--- config.mk ---
export PLATFORM = sky130hd
export DESIGN_NAME = register_file_controller
export DESIGN_NICKNAME = d
export VERILOG_FILES = /design/src/rtl/register_file_controller.sv
export SDC_FILE = /design/constraint.sdc
export NUM_CORES = 1
export LEC_CHECK = 0
export ABC_CLOCK_PERIOD_IN_PS = 1850
export BUFFER_PORTS_ARGS = -buffer_cell sky130_fd_sc_hd__buf_4
export CELL_PAD_IN_SITES_DETAIL_PLACEMENT = 0
export CELL_PAD_IN_SITES_GLOBAL_PLACEMENT = 1
export CORE_ASPECT_RATIO = 1.1
export CORE_MARGIN = 8
export CORE_UTILIZATION = 34
export CTS_BUF_LIST = sky130_fd_sc_hd__clkbuf_4 sky130_fd_sc_hd__clkbuf_8
export DETAILED_ROUTE_END_ITERATION = 12
export GPL_TIMING_DRIVEN = 0
export PLACE_DENSITY_LB_ADDON = 0.15
export SLEW_MARGIN = 15
export SYNTH_ARGS = -nofsm -noshare
export SYNTH_HDL_FRONTEND = slang
export SYNTH_SLANG_ARGS = --single-unit
--- constraint.sdc ---
create_clock -name CLKb -period 1.85 [get_ports CLKb]
set_input_delay 0.185 -clock CLKb [delete_from_list [all_inputs] [get_ports CLKb]]
set_output_delay 0.185 -clock CLKb [all_outputs]
set_load 0.05 [all_outputs]
--- src/rtl/register_file_controller.sv ---
// Sequencer for the BitBlaster register file, ALU latches and shared bus.
// One instruction is captured per Exec rising edge and walked through steps T0..T3.
module register_file_controller #(
    parameter int unsigned IR_W = 10,
    parameter int unsigned RA_W = 2,
    parameter int unsigned OP_W = 4
) (
    input  logic            CLKb,
    input  logic            Clrn,
    input  logic            Exec,
    input  logic [IR_W-1:0] INST,
    input  logic [RA_W-1:0] PeekA,
    output logic            IRin,
    output logic            Extrn,
    output logic            Ain,
    output logic            Gin,
    output logic            Gout,
    output logic [OP_W-1:0] ALUcont,
    output logic            ENW,
    output logic [RA_W-1:0] WRA,
    output logic            ENR0,
    output logic [RA_W-1:0] RDA0,
    output logic            ENR1,
    output logic [RA_W-1:0] RDA1,
    output logic            Done,
    output logic [1:0]      Tstep
);

    localparam int unsigned RX_LSB = OP_W;
    localparam int unsigned RY_LSB = OP_W + RA_W;
    localparam int unsigned USED_W = OP_W + 2 * RA_W;

    typedef enum logic [1:0] {
        T0 = 2'd0,
        T1 = 2'd1,
        T2 = 2'd2,
        T3 = 2'd3
    } step_t;

    step_t           r_t;
    logic [IR_W-1:0] r_ir;
    logic            r_exec_q;

    logic            w_start;
    logic [OP_W-1:0] w_op;
    logic [RA_W-1:0] w_rx;
    logic [RA_W-1:0] w_ry;
    logic            w_is_load;
    logic            w_is_copy;
    logic            w_is_alu;
    logic            w_unused_ir;

    assign w_op        = r_ir[OP_W-1:0];
    assign w_rx        = r_ir[RX_LSB +: RA_W];
    assign w_ry        = r_ir[RY_LSB +: RA_W];
    assign w_is_load   = (w_op == OP_W'(0));
    assign w_is_copy   = (w_op == OP_W'(1));
    assign w_is_alu    = (w_op >= OP_W'(2)) && (w_op <= OP_W'(11));
    assign w_start     = (r_t == T0) && Exec && !r_exec_q;
    assign w_unused_ir = ^r_ir[IR_W-1:USED_W];

    // Step counter, instruction capture and Exec edge history (negedge domain)
    always_ff @(negedge CLKb or negedge Clrn) begin
        if (!Clrn) begin
            r_t      <= T0;
            r_ir     <= '0;
            r_exec_q <= 1'b0;
        end else begin
            r_exec_q <= Exec;
            case (r_t)
                T0: begin
                    if (w_start) begin
                        r_ir <= INST;
                        r_t  <= T1;
                    end
                end
                T1:      r_t <= w_is_alu ? T2 : T0;
                T2:      r_t <= T3;
                T3:      r_t <= T0;
                default: r_t <= T0;
            endcase
        end
    end

    // Control decode; everything is forced low while Clrn is asserted
    always_comb begin
        IRin    = 1'b0;
        Extrn   = 1'b0;
        Ain     = 1'b0;
        Gin     = 1'b0;
        Gout    = 1'b0;
        ALUcont = '0;
        ENW     = 1'b0;
        WRA     = '0;
        ENR0    = 1'b0;
        RDA0    = '0;
        ENR1    = 1'b0;
        RDA1    = '0;
        Done    = 1'b0;
        Tstep   = 2'd0;
        if (Clrn) begin
            ENR1  = 1'b1;
            RDA1  = PeekA;
            Tstep = r_t;
            case (r_t)
                T0: IRin = w_start;
                T1: begin
                    if (w_is_load) begin
                        Extrn = 1'b1;
                        ENW   = 1'b1;
                        WRA   = w_rx;
                        Done  = 1'b1;
                    end else if (w_is_copy) begin
                        ENR0 = 1'b1;
                        RDA0 = w_ry;
                        ENW  = 1'b1;
                        WRA  = w_rx;
                        Done = 1'b1;
                    end else if (w_is_alu) begin
                        ENR0 = 1'b1;
                        RDA0 = w_rx;
                        Ain  = 1'b1;
                    end else begin
                        Done = 1'b1;
                    end
                end
                T2: begin
                    ENR0    = 1'b1;
                    RDA0    = w_ry;
                    Gin     = 1'b1;
                    ALUcont = w_op;
                end
                T3: begin
                    Gout = 1'b1;
                    ENW  = 1'b1;
                    WRA  = w_rx;
                    Done = 1'b1;
                end
                default: ;
            endcase
        end
    end

endmodule

==> run summary <==
===========================================================================================
Setup slack of the most critical reg-to-reg path .............................       120 ps
Number of buffers between clock root and the deepest sink ....................            2
Capture instance of the worst register-to-register path ......................       r_t[0]
Class of the most critical setup path ........................................ register to output port
Area fraction in and, or, nand and nor cells after synthesis .................        22.7%
Total detailed-routing wirelength ............................................      3160 um
Violations in the final reports .............................................. setup timing
Worst Path Max Fanout ........................................................            6
Global-route congestion overflow total .......................................            0
FP Rows ......................................................................           18
Worst voltage drop across the vdd grid .......................................     0.948 mV
Effective utilization at floorplan ...........................................        35.1%
Xor and xnor area share after synthesis ......................................           0%
Result of the run ............................................................ finished with violations
Vias post-DR .................................................................          937
Skew final ...................................................................      5.84 ps
Per-instance average area after synthesis ....................................     9.02 um2
Depth of the most critical reg-to-reg path ...................................            8
Worst Hold Launch ............................................................      r_ir[4]
Average via count per standard cell ..........................................         5.06
Ys Warns .....................................................................            0
Launching point of the worst reg2reg path ....................................       r_t[0]
I/O Buffers ..................................................................           33
Net count after synthesis ....................................................          105
Sequential fraction of the synthesis area ....................................        35.9%
Wire length per cell .........................................................      17.1 um
Kind of start point of the critical path .....................................     register
Number of buffers created by CTS .............................................            3
CTS H-Tree Depth .............................................................            1
Overall track demand over capacity in global routing .........................        14.7%
Count of antenna-violating nets left after detailed routing ..................            0
First-pass GRT wire length ...................................................      4470 um
Standard cell core area ......................................................  0.00218 mm2
Final slew viol count ........................................................            0
Distinct cell type count of the synthesized netlist ..........................           27
Setup Total Neg Slack ........................................................   -14,570 ps
Buffer cell driving the clock tree root ......................................     clkbuf_4
RePlAce Congestion ...........................................................        0.760
Die extent in x ..............................................................      61.3 um
Commonest non-fill, non-tap cells in the layout .............................. 37 x buf_4, 19 x buf_6, 14 x buf_8, 11 x dfrtn_1, 8 x mux2_2
TritonCTS clock tree .........................................................         done
Worst-case headroom to the max-slew limit ....................................        65.3%
Gate count of the mapped netlist .............................................           85
Skew-Pair Late Insertion Delay ...............................................       270 ps
Worst-Margin Slew ............................................................       521 ps
Most common cell after layout, fill and taps aside ...........................        buf_4
Class of the tightest hold or removal check .................................. register to register
Compound-Gate Fraction of Synth Area .........................................        13.5%
Netlist area before placement ................................................      767 um2
Layout filler cell count .....................................................          142
Initial antenna violation count ..............................................            0
Unrepaired setup endpoints after global routing ..............................         true
Vias in the first global route ...............................................          944
Share of synthesized area spent on multiplexers ..............................        11.7%
Number of nets in the final layout ...........................................          176
Ratio of cells with drive above 1 in the final layout ........................        78.1%
# Max-Cap Violations .........................................................            0
TritonCTS Sinks ..............................................................           11
Height of the die ............................................................      65.8 um
Die footprint ................................................................  0.00403 mm2
Antenna cell count ...........................................................            0
Hold path endpoint ...........................................................      r_ir[4]
Largest family of logic cells by synthesized area ............................ simple AND/OR/NAND/NOR gates
DRC violations left ..........................................................            0
Clock transition at the registers of the reported paths ......................        50 ps
Min-Delay Path Depth .........................................................            1
IO Count .....................................................................           36
Maximum number of pins on one net before global-route repair .................           18
Total half-perimeter wirelength after legalization and detailed placement ....      1700 um
Setup violators final ........................................................           18
Cell count after placement ...................................................          148
Number of iterations in the first detailed-routing pass ......................            4
Flop and latch count out of synthesis ........................................           11
Number of non-filler instances in the completed layout .......................          185
Leakage ......................................................................     0.802 nW
Hold Violations, Final .......................................................            0
Data required time at the worst endpoint .....................................      1660 ps
Layout-stage area growth over the synthesis result ...........................         129%
Power Density ................................................................  1650 mW/mm2
Final Worst Setup Slack ......................................................      -953 ps
Number of design-rule violations left by the first detailed-router iteration .           18
Crit path arrival time .......................................................      2620 ps
Kind of end point of the critical path .......................................  output port
Adder-cell share of the synthesized area .....................................        8.16%
===========================================================================================
==> stage by stage <==
| step | utilization [%] | instance area [um2] | total power, mW | setup WS [ps] | hold WS, ps |
|---|---|---|---|---|---|
| 2_1_floorplan | - | 922 | 1.47 | -550 | 462 |
| 3_3_place_gp | 55.3 | 1210 | 1.75 | -738 | 477 |
| 5_1_grt | 80.4 | 1760 | 3.07 | -1010 | 524 |
| 6_report | 80.4 | 1760 | 2.91 | -953 | 494 |
| 4_1_cts | 71.8 | 1570 | 2.52 | -963 | 492 |
| 3_5_place_dp | 55.3 | 1210 | 1.77 | -752 | 490 |
==> critical path, cell delays in order, from the launching register on <==
cell and delay, ps:
dfrtn_1 430, or3_4 380, o21a_4 250, a21oi_4 170, nor2_4 40, buf_6 150
==> power breakdown <==
group          switching, mW  internal (mW)  total [mW]
Clock                 0.0795         0.0981       0.178
Combinational           1.11           1.13        2.23
Sequential             0.135          0.360       0.495
Total                   1.32           1.58        2.91
==> final cells by class <==
type                    count  area [um2]  area share, %
plain buffers               4        33.8           1.92
clock buffers               4        30.0           1.71
inverters                   6        25.0           1.42
multi-input cells          63         683           38.9
flip-flops and latches     11         275           15.7
well taps                  30        37.5           2.14
repair buffers             67         672           38.2
==> repair_timing <==
item | CTS | global route
pin swaps | 15 | 11
hold buffers | 0 | 0
endpoints found under the setup margin | 18 | 21
buffers inserted | 22 | 15
resized for setup | 43 | 27
==> per-layer routing <==
layer	vias to the layer above	GRT usage [%]	part of all wire, %
met3	9	2.33	7.7
met4	0	6.71	3.1
met2	40	25.4	54
met5	-	0	0
met1	452	16.8	36
li1	436	-	-
==> cell usage after synthesis <==
cell	count	area, um2
o21ai_0	4	20.0
ha_1	5	62.6
nor2_1	8	30.0
clkbuf_1	1	3.75
a22oi_1	1	7.51
o21a_1	1	7.51
and3_1	4	25.0
buf_4	1	7.51
or3_4	1	11.3
nand4bb_1	1	11.3
and3_2	1	7.51
o2bb2ai_1	1	8.76
a21o_1	1	7.51
buf_6	2	22.5
inv_1	6	22.5
or3_1	1	6.26
nand3b_1	1	7.51
o21bai_1	1	7.51
nand3_1	1	5.00
and2_1	4	25.0
dfrtn_1	11	275
nor3_1	3	15.0
nand2_1	8	30.0
a21oi_1	7	35.0
mux2_2	8	90.1
a41o_1	1	10.0
buf_2	1	5.00
==> sequential cells by signal, summed over array words and instances, names as in the netlist, named ones only <==
signal / flops
r_ir: 8
r_t: 1
r_exec_q: 1
==> how the worst max path moves through the flow <==
stage,start,endpoint,slack (ps),cells past startpoint
after floorplan,r_ir[3],ENR0,-550,5
after global placement,r_ir[1],ENR0,-740,5
after detailed placement,r_ir[1],ENR0,-750,5
after CTS,r_ir[3],ENR0,-960,6
after global routing,r_ir[1],ENR0,-1010,5
final,r_ir[1],ENR0,-950,5
==> logic make-up after synthesis <==
| group | after synthesis |
|---|---|
| flops | 11 |
| mux | 8 |
| buf+inv | 11 |
| compound gates | 17 |
| fa+ha+maj | 5 |
| simple gates | 33 |
Note: power is estimated with default switching activity, not from simulation.
